[config.mk]
export PLATFORM = sky130hd
export DESIGN_NAME = hazard_halt_unit
export DESIGN_NICKNAME = d
export VERILOG_FILES = /design/src/rtl/pipe_ctrl_pkg.sv /design/src/rtl/hazard_detect.sv /design/src/rtl/hazard_halt_unit.sv
export SDC_FILE = /design/constraint.sdc
export NUM_CORES = 1
export LEC_CHECK = 0
export ABC_AREA = 1
export BUFFER_PORTS_ARGS = -buffer_cell sky130_fd_sc_hd__buf_2
export CAP_MARGIN = 10
export CORE_AREA = 2 2 75 49
export CTS_CLUSTER_DIAMETER = 150
export DETAILED_ROUTE_END_ITERATION = 8
export DIE_AREA = 0 0 77 51
export PLACE_DENSITY = 0.72
export REMOVE_ABC_BUFFERS = 1
export SETUP_SLACK_MARGIN = 0.15
export SLEW_MARGIN = 20
export SYNTH_ARGS = -nofsm -noshare
export SYNTH_HDL_FRONTEND = slang
export SYNTH_SLANG_ARGS = --single-unit
[constraint.sdc]
create_clock -name clk -period 1.3 [get_ports clk]
set_input_delay 0.065 -clock clk [delete_from_list [all_inputs] [get_ports clk]]
set_output_delay 0.065 -clock clk [all_outputs]
set_load 0.02 [all_outputs]
[src/rtl/pipe_ctrl_pkg.sv]
// rtl/pipe_ctrl_pkg.sv - shared pipeline control types and constants
package pipe_ctrl_pkg;

    typedef enum logic [1:0] {
        RUN    = 2'd0,
        DRAIN  = 2'd1,
        HALTED = 2'd2
    } state_e;

    localparam logic [4:0] REG_X0 = 5'd0;

    localparam int DEFAULT_DRAIN_CYCLES = 3;

endpackage

[src/rtl/hazard_detect.sv]
// rtl/hazard_detect.sv - load-use hazard comparison between ID sources and EX load destination
module hazard_detect
    import pipe_ctrl_pkg::*;
(
    input  logic       id_valid,
    input  logic [4:0] id_rs1,
    input  logic [4:0] id_rs2,
    input  logic       id_uses_rs1,
    input  logic       id_uses_rs2,
    input  logic       ex_memread,
    input  logic [4:0] ex_rd,
    output logic       lu
);

    logic rs1_match;
    logic rs2_match;

    always_comb begin
        rs1_match = id_uses_rs1 && (id_rs1 == ex_rd);
        rs2_match = id_uses_rs2 && (id_rs2 == ex_rd);
        // x0 is hardwired to zero, so a load targeting it never creates a dependency
        lu = id_valid && ex_memread && (ex_rd != REG_X0) && (rs1_match || rs2_match);
    end

endmodule

[src/rtl/hazard_halt_unit.sv]
// rtl/hazard_halt_unit.sv - load-use stall, redirect flush and halt drain sequencing
module hazard_halt_unit
    import pipe_ctrl_pkg::*;
#(
    parameter int DRAIN_CYCLES = DEFAULT_DRAIN_CYCLES,
    parameter int CNT_W        = 16
) (
    input  logic             clk,
    input  logic             reset,
    input  logic             id_valid,
    input  logic             id_halt,
    input  logic [4:0]       id_rs1,
    input  logic [4:0]       id_rs2,
    input  logic             id_uses_rs1,
    input  logic             id_uses_rs2,
    input  logic             ex_memread,
    input  logic [4:0]       ex_rd,
    input  logic             ex_redirect,
    output logic             pc_en,
    output logic             ifid_en,
    output logic             ifid_flush,
    output logic             idex_flush,
    output logic             halted,
    output logic [CNT_W-1:0] stall_count
);

    localparam int              DW         = (DRAIN_CYCLES > 1) ? $clog2(DRAIN_CYCLES) : 1;
    localparam logic [DW-1:0]   DRAIN_LOAD = DW'(DRAIN_CYCLES - 1);
    localparam logic [CNT_W-1:0] CNT_MAX   = '1;

    state_e           state_q, state_d;
    logic [DW-1:0]    drain_q, drain_d;
    logic [CNT_W-1:0] stall_q, stall_d;
    logic             lu;

    hazard_detect u_hazard_detect (
        .id_valid    (id_valid),
        .id_rs1      (id_rs1),
        .id_rs2      (id_rs2),
        .id_uses_rs1 (id_uses_rs1),
        .id_uses_rs2 (id_uses_rs2),
        .ex_memread  (ex_memread),
        .ex_rd       (ex_rd),
        .lu          (lu)
    );

    always_comb begin
        state_d    = state_q;
        drain_d    = drain_q;
        stall_d    = stall_q;
        pc_en      = 1'b0;
        ifid_en    = 1'b0;
        ifid_flush = 1'b0;
        idex_flush = 1'b1;
        halted     = 1'b0;

        if (reset) begin
            ifid_flush = 1'b1;
        end else begin
            case (state_q)
                RUN: begin
                    // A redirect means the ID instruction is wrong-path: its hazards and halt do not count
                    if (ex_redirect) begin
                        pc_en      = 1'b1;
                        ifid_en    = 1'b1;
                        ifid_flush = 1'b1;
                    end else if (lu) begin
                        if (stall_q != CNT_MAX) begin
                            stall_d = stall_q + 1'b1;
                        end
                    end else if (id_valid && id_halt) begin
                        state_d = DRAIN;
                        drain_d = DRAIN_LOAD;
                    end else begin
                        pc_en      = 1'b1;
                        ifid_en    = 1'b1;
                        idex_flush = 1'b0;
                    end
                end
                DRAIN: begin
                    if (drain_q == '0) begin
                        state_d = HALTED;
                    end else begin
                        drain_d = drain_q - 1'b1;
                    end
                end
                HALTED: begin
                    halted = 1'b1;
                end
                default: begin
                    state_d = RUN;
                end
            endcase
        end
    end

    always_ff @(posedge clk) begin
        if (reset) begin
            state_q <= RUN;
            drain_q <= '0;
            stall_q <= '0;
        end else begin
            state_q <= state_d;
            drain_q <= drain_d;
            stall_q <= stall_d;
        end
    end

    assign stall_count = stall_q;

endmodule

# Word level (Yosys, flattened, before mapping)
# Cells that the tools add are included.
# word_totals
register_bits	20
output_inout_bits	21
in_bits	23
# op_classes
n_bitwise	2
n_mux	25
eq_ne	10
reduce_logical	14
addsub	2
# op_table
op	count
16-bit by 1-bit adder with 16-bit output, second input constant	1
2-bit 2-to-1 mux	8
16-bit != test, second input constant	1
1-bit 2-to-1 mux	15
5-bit equality test	2
2-bit != test, second input constant	5
5-bit AND reduction	2
1-bit logical AND	6
2-bit one-hot mux with 3 select lines	1
5-bit nonzero test	1
2-bit zero test	2
2-bit one-hot mux with 2 select lines	1
4-bit AND reduction	1
2-bit by 1-bit equality test with 1-bit output, second input constant	1
2-bit equality test, second input constant	1
1-bit NOT	2
2-bit nonzero test	1
2-bit by 1-bit subtractor with 2-bit output, second input constant	1
1-bit logical OR	1

# Depth between registers and ports, before layout
# Gate-level depths: netlist of run 1.
# depth
ltp_word	8
mapped_depth	11

# By module
# A second synthesis of run 1 with hierarchy kept.
# unflattened
cells_unflattened	252
hier_area_um2	1431.4
# by_module_without_submodules
mod	n_inst	cells_each	seq_area_each_um2	area_per_inst_um2
hazard_halt_unit	1	196	400.4	1211.2
hazard_detect	1	56	0.0	220.2

# Least setup slack after synthesis of run 1
# No wires, ideal clock.
# synth_timing
path_kind	register to register
startpoint	register stall_q[0], in the netlist stall_count[0]
endpoint	register stall_q[13], in the netlist stall_count[13]
setup_ns	0.070
arrival_ns	1.562
slack_ns	-0.332
path_stages_with_launch	11
path_buffers	1
t_required_ns	1.230
cell_sequence	dfxtp_1 > ha_1 > nand2_1 > nor2_2 > nand2_1 > nor2_1 > nor2_1 > nand4_1 > buf_4 > nand2_1 > a21oi_2
# synth_between
elab_chain_cells	2
# synth_lines
item	line	text
from (decl)	hazard_halt_unit.sv:33	logic [CNT_W-1:0] stall_q, stall_d;
from (signal assigned)	hazard_halt_unit.sv:105	stall_q <= stall_d;
parallel branches: the longest is 2 deep, another holds 16-bit by 1-bit adder with 16-bit output	n/a	
# Several ways; the timed one is not identified.
# A chain may end at the register's enable or synchronous reset.

# Final worst setup path of run 1
# layout_timing
startpoint	register state_q[1]
endpoint	output idex_flush
# layout_between
elab_chain_cells	3
# layout_lines
item	line	text
from (decl)	hazard_halt_unit.sv:31	state_e state_q, state_d;
from (signal assigned)	hazard_halt_unit.sv:103	state_q <= state_d;
2-bit zero test	hazard_halt_unit.sv:60	case (state_q)
1-bit 2-to-1 mux	hazard_halt_unit.sv:60	
1-bit 2-to-1 mux	hazard_halt_unit.sv:57	if (reset) begin
to (decl)	hazard_halt_unit.sv:22	output logic idex_flush,
# No other way between the ends.

==> results of run 1 <==
[registers in the layout (all words and copies together) (netlist names)]
name	flops
state_q	2
stall_count	16
drain_q	2
[cell type report]
| cell class | instances | area (sq um) |
|---|---|---|
| Sequential cell | 20 | 409 |
| Multi-Input combinational cell | 182 | 1090 |
| Tap cell | 47 | 58.8 |
| Clock buffer | 3 | 41.3 |
| Timing Repair Buffer | 85 | 597 |
| Inverter | 36 | 135 |
| Fill cell | 281 | 1030 |
[stage by stage]
stage	power (mW)	hold WS [ps]
5_1_grt	1.45	208
3_5_place_dp	0.868	450
2_1_floorplan	0.769	127
3_3_place_gp	0.864	447
4_1_cts	1.33	191
6_report	1.40	199
[cells in the final DEF (no fill, tap or decap), types with 5 or more instances in the layout]
cell type | synthesis | routed
a21oi_2 | 7 | 11
buf_2 | 0 | 38
buf_4 | 2 | 35
buf_6 | 1 | 11
dfxtp_1 | 20 | 13
dfxtp_2 | 0 | 7
inv_1 | 34 | 31
inv_2 | 2 | 5
nand2_1 | 83 | 67
nand2_2 | 1 | 15
nand3_1 | 12 | 10
nand4_1 | 5 | 5
nor2_1 | 35 | 22
nor2_2 | 2 | 9
nor2_4 | 0 | 6
o21ai_2 | 0 | 6
xnor2_1 | 6 | 6
[routing by layer]
metal  global-route usage, %  vias up
li1                        -      920
met1                    33.4      844
met2                    38.6       51
met3                    5.48       10
met4                    8.33        0
met5                       0        -
[cell families (layout without fill, tap and decap cells)]
kind of cell / count (synthesis) / in the layout
buf+inv: 40 / 124
simple gates: 145 / 146
fa+ha+maj: 2 / 2
compound gates: 23 / 23
flops: 20 / 20
xor+xnor: 11 / 11
[timing repair]
item / 4_1_cts / 5_1_grt
setup buffers: 6 / 1
gates resized for setup: 43 / 49
gates cloned: 1 / 0
hold buffers: 0 / 0
endpoints found under the setup margin: 24 / 24
pin swaps: 16 / 20
[critical path: cells and delay by family (launching register included)]
family,cells,cell delay [ps]
and+or+nand+nor,3,540
buffers and inverters,2,260
DFF,1,340
[power by group through the flow]
stage	clock [mW]	combinational [mW]	sequential (mW)
floorplan	0	0.128	0.641
global placement	0	0.225	0.639
detailed placement	0	0.229	0.640
CTS	0.423	0.281	0.628
global route	0.447	0.372	0.630
finish	0.427	0.342	0.629
[worst max path at each step]
stage / start / endpoint / slack [ps] / cells after the start
2_1_floorplan: stall_count[0] / stall_count[12] / -360 / 9
3_3_place_gp: stall_count[0] / stall_count[10] / -160 / 10
3_5_place_dp: stall_count[0] / stall_count[6] / -200 / 10
4_1_cts: stall_count[1] / stall_count[8] / -150 / 10
5_1_grt: state_q[1] / stall_count[6] / -230 / 8
6_report: state_q[1] / idex_flush / -180 / 5
==> impl_metrics.yaml, run 1 <==
status:
  status: "finished, violations left"
  violations: "negative setup slack"
timing:
  setup_viol: 21
  worst_pin_slew_ps: 295
  rsz0062_at_grt: "true"
  period_needed_ps: 1480
  period_share_pct: 114
  hold_viol_final: 0
  max_freq_mhz: 677
  slew-limit-headroom_pct: 80.3
  skew_ps: 4.27
  drv_slew: 0
  fin_tns_setup_ps: -2340
  setup_ws_ps: -178
detailed_routing:
  viasPerCell: 4.89
  wl_met3_um: 221
  drt-pass1-iter-count: 4
  drc: 0
  post_drt_wl_per_cell_um: 13.0
  drt-met1-wl_um: 2240
  drt_iter0_drc: 101
  wl_met2_um: 2300
  wirelength_um: 4860
  routed.top_layer: "met4"
  vias: 1825
  ant_nets: 0
power_and_ir_drop:
  pwr-share-seq_pct: 45.0
  leakage_nw: 1.09
  p_sw_mw: 0.418
  power.density_nw_per_um2: 601
  ir_drop_mv: 0.380
  p_comb_share_pct: 24.5
  clockPowerShare_pct: 30.6
  switching_share_pct: 29.9
  power.internal_mw: 0.979
yosys:
  synth-edff-count: 0
  synthXorXnorAreaFrac_pct: 6.75
  synthSimpleGateAreaFrac_pct: 42.0
  synth_top_family_by_area: "simple AND/OR/NAND/NOR gates"
  synthFlopType: "dfxtp_1"
  netlist.area_leader.share_pct: 28.0
  ys_types: 21
  seq_area_frac_synth_pct: 28.0
  synth-async-reset-ratio_pct: 0
  yosysMostFrequentCell: "nand2_1"
  synth_seq_cells: 20
  synthMuxAreaShare_pct: 0
  yosys-top-cells-area: "dfxtp_1, nand2_1, nor2_1"
  netlist_top_cells_count: "nand2_1, nor2_1, inv_1, dfxtp_1, nand3_1"
  synth_top_area_cell: "dfxtp_1"
  syn_area_per_cell_sq_um: 5.92
  syn_area_sq_um: 1430
  yosys_warnings: 0
  synth-compound-area-share_pct: 9.90
  syn_inst: 241
  yosys.area_share.adder_pct: 1.75
worst_setup_path:
  cp-end-kind: "primary output"
  crit_arrival_ps: 1410
  worst-r2r-setup-slack_ps: -150
  r2r_cells: 8
  critPathMostFrequentCell: "buf_6"
  crit_fanout: 2
  slowest_delay_ps: 370
  worstPathCellList: "nor2_4, buf_6, nand2_4, or3_4, buf_6"
  worstSetupStartpointType: "register"
  critPathKind: "register to primary output"
  critPathSlowestCell: "or3_4"
  required_ps: 1240
  reg2reg_to: "stall_count[6]"
  timing.rr.start: "state_q[1]"
min_path:
  min_to: "stall_count[5]"
  hold_depth: 3
  hold_class: "input port to register"
  worstHoldStart: "reset"
clock_network:
  clkTransAtPathRegs_ps: 80
  htreeDepth: 1
  worstSkewPairLatency_ps: 270
  cts_made_buffers: 3
  clock_path_buffers: 2
  root_buffer: "clkbuf_8"
  cts.sinks: 20
  cts_tree: "built"
die:
  die_w_um: 77
  fp.dieH_um: 51
  initial_utilization_pct: 42.5
  ioPinCount: 44
  die-area_sq_um: 3930
  core_area_sq_um: 3360
  fp-row-count: 17
global_routing:
  grt_usage_pct: 24.5
  grt_max_degree: 15
  grt.overflow.total: 0
  grt_pass1_wl_um: 7510
  first_global_vias: 1685
  antenna_found_initial: 0
layout:
  stdcell_area_sq_um: 2330
  final_cells: 373
  fin_nets: 353
  drive_gt1_share_pct: 49.1
  postLayoutCoreUtil_pct: 69.2
  antenna_cells: 0
  layout-area-overhead-vs-synth_pct: 63.0
place:
  post-place-ws_ps: -202
  place_area_sq_um: 1950
  io_buffers: 43
  placed_cells: 362
  dp.final_hpwl_um: 3150
  gp_congestion: 0.827
job:
  cap_violations: 0
Power figures use the tool's default switching activity.
==> inputs of run 2 (changes only) <==
--- a/config.mk
+++ b/config.mk
@@ -8,10 +8,10 @@
 export ABC_AREA = 1
 export BUFFER_PORTS_ARGS = -buffer_cell sky130_fd_sc_hd__buf_2
 export CAP_MARGIN = 10
-export CORE_AREA = 2 2 75 49
+export CORE_AREA = 5 5 78 52
 export CTS_CLUSTER_DIAMETER = 150
 export DETAILED_ROUTE_END_ITERATION = 8
-export DIE_AREA = 0 0 77 51
+export DIE_AREA = 0 0 83 57
 export PLACE_DENSITY = 0.72
 export REMOVE_ABC_BUFFERS = 1
 export SETUP_SLACK_MARGIN = 0.15
==> run 2 against run 1 <==
Net effect:
- fmax fell by 3.8%
- critical path type is now register to register
- count of clock-buffer cells in the layout did not move
- clock power fell by 3%
- critical endpoint is now stall_count[14]
- first-iteration DRC count rose by 4.0%
- the flow still finishes with violations (negative setup slack)
==> impl_metrics.yaml, run 2 (synthesized netlist as in run 1, its figures left out) <==
timing:
  drv_slew: 0
  setup_viol: 20
  max_freq_mhz: 651
  setup_ws_ps: -236
  worst_pin_slew_ps: 320
  period_needed_ps: 1540
  fin_tns_setup_ps: -3440
  slew-limit-headroom_pct: 78.7
  period_share_pct: 118
  skew_ps: 5.49
  rsz0062_at_grt: "true"
  hold_viol_final: 0
global_routing:
  grt_util_met3_pct: 4.91
  grt_max_degree: 15
  grtUsageMet1_pct: 26.7
  grt_usage_pct: 20.1
  grt_pass1_wl_um: 7760
  gr-usage-met2_pct: 33.6
  grt.overflow.total: 0
  globalRoute.busiestLayer: "met2"
  first_global_vias: 1705
  antenna_found_initial: 0
layout:
  layout_commonest_cell: "nand2_1"
  final_cell_mix: "nand2_1, buf_4, buf_2"
  fin_nets: 358
  largest_register_ffs: 16
  drive_gt1_share_pct: 48.3
  layout-area-overhead-vs-synth_pct: 67.6
  antenna_cells: 0
clock_network:
  root_buffer: "clkbuf_8"
  worstSkewPairLatency_ps: 260
  clock_path_buffers: 2
  cts.sinks: 20
  htreeDepth: 1
  clkTransAtPathRegs_ps: 80
  postCtsHoldBufs: 0
  cts_tree: "built"
  cts_made_buffers: 3
die:
  die_w_um: 83
  ioPinCount: 44
  fp.dieH_um: 57
  initial_utilization_pct: 42.5
  die-area_sq_um: 4730
  fp-row-count: 17
  core_area_sq_um: 3360
min_path:
  worstHoldStart: "reset"
  hold_class: "input port to register"
worst_setup_path:
  critPathSlowestCell: "dfxtp_2"
  required_ps: 1500
  critPathLaunch: "stall_count[0]"
  critPathKind: "register to register"
  crit_arrival_ps: 1740
  path_delay_family: "simple AND/OR/NAND/NOR gates"
  worstPathCellList: "ha_4, nand2_4, nor2_4, nand2_2, nor2_2, nor2_1, inv_1, nor2_4, clkbuf_16, nand2_1, a21oi_2"
  timing.rr.start: "stall_count[0]"
  critPathMostFrequentCell: "nor2_4"
  cp-end-kind: "register"
  slowest_delay_ps: 340
  path_buf_inv: 2
  worstSetupStartpointType: "register"
  crit_fanout: 5
power_and_ir_drop:
  ir_drop_mv: 0.361
  total_power_mw: 1.39
  power.density_nw_per_um2: 579
  leakage_nw: 1.20
detailed_routing:
  vias: 1820
  wirelength_um: 4900
  drt-pass1-iter-count: 4
  drc: 0
  drt_iter0_drc: 105
  ant_nets: 0
  post_drt_wl_per_cell_um: 13.0
  viasPerCell: 4.81
place:
  gp_congestion: 0.837
  io_buffers: 43
  dp.final_hpwl_um: 3130
status:
  status: "finished, violations left"
  violations: "negative setup slack"
job:
  cap_violations: 0
-- run 2: cell types whose count changed in the layout (fill, tap and decap cells not counted), moves of 2 or more --
| cell | change |
|---|---|
| nand2_2 | -7 |
| buf_4 | +6 |
| nor2_2 | -6 |
| nand2_4 | +5 |
| nor2_1 | +5 |
| dfxtp_1 | -3 |
| dfxtp_2 | +3 |
| buf_6 | -2 |
| nand2_1 | +2 |
-- run 2: area by class of cell --
type / count / area (sq um)
flip-flops and latches: 20 / 413
repair buffers: 90 / 644
well taps: 47 / 58.8
clock buffers: 3 / 41.3
multi-input cells: 182 / 1100
fillers: 262 / 968
inverters: 36 / 135
-- run 2: through the flow --
step / utilization, % / cell area [sq um] / hold slack [ps] / std cells / setup WS (ps)
2_1_floorplan: - / 1400 / 127 / 237 / -361
3_5_place_dp: 57.7 / 1940 / 453 / 361 / -219
5_1_grt: 71.2 / 2390 / 223 / 378 / -313
4_1_cts: 66.9 / 2250 / 221 / 377 / -220
3_3_place_gp: 57.7 / 1940 / 447 / 361 / -189
6_report: 71.2 / 2390 / 212 / 378 / -236
-- run 2: what timing repair did --
item                                    CTS  global route
setup buffers                            11             1
pin swaps                                19            16
gates resized for setup                  54            40
cloned                                    2             0
endpoints found under the setup margin   23            25
endpoints found under the hold margin     0             0
-- run 2: report_power, final --
part / switching (mW) / internal [mW]
logic: 0.190 / 0.151
registers: 0.00597 / 0.623
clock network: 0.210 / 0.207
-- run 2: per-layer routing --
metal / part of all wire (%) / vias up
met3: 6.4 / 8
met4: 1.0 / 0
met2: 48 / 57
met1: 44 / 826
li1: - / 929
met5: 0 / -
-- run 2: worst reg2reg max path, cell delays in order (launching register included) --
cell       delay [ps]
dfxtp_2           340
ha_4              160
nand2_4            80
nor2_4             40
nand2_2            80
nor2_2             40
nor2_1            120
inv_1              80
nor2_4            170
clkbuf_16         170
nand2_1            70
a21oi_2           110
-- run 2: final timing paths --
kind                                   endpoint  slack [ps]  cells after the start
worst max-delay path            stall_count[14]        -240                     11
worst min-delay path             stall_count[9]         210                      3
worst max register to register  stall_count[14]        -240                     11
worst min register to register       drain_q[1]         470                      2
==> inputs of run 3 (changes only) <==
--- a/config.mk
+++ b/config.mk
@@ -14,7 +14,7 @@
 export DIE_AREA = 0 0 83 57
 export PLACE_DENSITY = 0.72
 export REMOVE_ABC_BUFFERS = 1
-export SETUP_SLACK_MARGIN = 0.15
+export SETUP_SLACK_MARGIN = 0.1
 export SLEW_MARGIN = 20
 export SYNTH_ARGS = -nofsm -noshare
 export SYNTH_HDL_FRONTEND = slang
==> run 3 against run 2 <==
Net effect:
- the run still ends with negative setup slack left
- die area is the same
- register-to-register slack barely moved
- critical path depth unchanged
- largest cell class unchanged
- combinational power decreased by 4%
- first-iteration DRC count increased by 3.8%
- cell area fell by 0.52%
- largest power group unchanged
==> impl_metrics.yaml, run 3 (synthesized netlist as in run 1, its figures left out) <==
status:
  status: "finished, violations left"
  violations: "negative setup slack"
detailed_routing:
  ant_nets: 0
  wl_met3_um: 335
  wl_met2_um: 2290
  post_drt_wl_per_cell_um: 12.9
  drt-pass1-iter-count: 4
  drt-met1-wl_um: 2160
  vias: 1814
  wirelength_um: 4830
  viasPerCell: 4.85
  drt_iter0_drc: 109
  drc: 0
  routed.top_layer: "met4"
worst_setup_path:
  required_ps: 1490
  crit_fanout: 6
  r2r_cells: 11
  crit_arrival_ps: 1740
  slowest_delay_ps: 340
  cp-end-kind: "register"
  critPathLaunch: "stall_count[0]"
  path_delay_family: "simple AND/OR/NAND/NOR gates"
  timing.rr.start: "stall_count[0]"
  path_buf_inv: 2
  critPathKind: "register to register"
  critPathSlowestCell: "dfxtp_2"
  worstSetupStartpointType: "register"
  crit_cells: 11
  worstPathCellList: "ha_4, nand2_4, nor2_4, nand2_2, nor2_2, nor2_1, inv_1, nor2_4, buf_12, nand2_4, a21oi_2"
die:
  fp-row-count: 17
  initial_utilization_pct: 42.5
  fp.dieH_um: 57
  ioPinCount: 44
  die_w_um: 83
  die-area_sq_um: 4730
  core_area_sq_um: 3360
layout:
  postLayoutCoreUtil_pct: 70.8
  largest_register_ffs: 16
  fin_nets: 354
  layout-area-overhead-vs-synth_pct: 66.7
  final_cell_mix: "nand2_1, buf_2, buf_4"
  drive_gt1_share_pct: 47.4
  layout_commonest_cell: "nand2_1"
  antenna_cells: 0
timing:
  setup_ws_ps: -245
  setup_viol: 20
  period_needed_ps: 1540
  hold_viol_final: 0
  skew_ps: 5.96
  fin_tns_setup_ps: -3420
  worst_pin_slew_ps: 304
  drv_slew: 0
  rsz0062_at_grt: "true"
  period_share_pct: 119
  slew-limit-headroom_pct: 79.7
  max_freq_mhz: 647
min_path:
  hold_depth: 3
  hold_class: "input port to register"
  worstHoldStart: "reset"
clock_network:
  cts_made_buffers: 3
  worstSkewPairLatency_ps: 260
  clkTransAtPathRegs_ps: 80
  cts_tree: "built"
  cts.sinks: 20
  htreeDepth: 1
  root_buffer: "clkbuf_8"
  postCtsHoldBufs: 0
  clock_path_buffers: 2
global_routing:
  grt_pass1_wl_um: 7540
  grt_max_degree: 15
  grt.overflow.total: 0
  first_global_vias: 1661
  antenna_found_initial: 0
  grt_usage_pct: 19.5
place:
  dp.final_hpwl_um: 3130
  io_buffers: 43
  gp_congestion: 0.837
power_and_ir_drop:
  power.density_nw_per_um2: 575
  leakage_nw: 1.20
  ir_drop_mv: 0.367
  total_power_mw: 1.37
job:
  cap_violations: 0
[run 3: path summary, 6_finish.rpt]
check | endpoint | slack, ps
worst max-delay path | stall_count[12] | -240
worst min register to register | drain_q[1] | 470
worst min-delay path | stall_count[9] | 220
worst max register to register | stall_count[12] | -240
[run 3: layer usage]
layer | vias up | GRT usage, %
met5 | - | 0
met4 | 0 | 3.96
met3 | 4 | 4.91
met2 | 57 | 31.7
met1 | 831 | 26.4
li1 | 922 | -
[run 3: power breakdown]
group | switching, mW | internal [mW] | leakage (nW)
Clock | 0.207 | 0.207 | 0.0216
Combinational | 0.184 | 0.143 | 1.01
Sequential | 0.00615 | 0.623 | 0.167
Total | 0.397 | 0.973 | 1.20
[run 3: cell type report]
type	count	area, sq um
multi-input cells	182	1110
fillers	259	981
clock buffers	3	41.3
well taps	47	58.8
inverters	36	135
repair buffers	86	618
flip-flops and latches	20	413
[run 3: what timing repair did]
item	CTS	global route
buffers inserted	8	2
resized for setup	50	46
setup endpoints to repair	21	24
pin swaps	14	21
gates cloned	2	0
[run 3: worst min-delay path, stage by stage]
cell and delay [ps]:
buf_2 100, buf_4 240, a21oi_2 40
[run 3: per-stage QoR]
step	setup WS, ps	cell area, sq um	hold WS (ps)	instances
finish	-245	2380	218	374
floorplan	-361	1400	127	237
CTS	-220	2220	221	374
detailed placement	-219	1940	453	361
global placement	-189	1940	447	361
global route	-316	2380	231	374
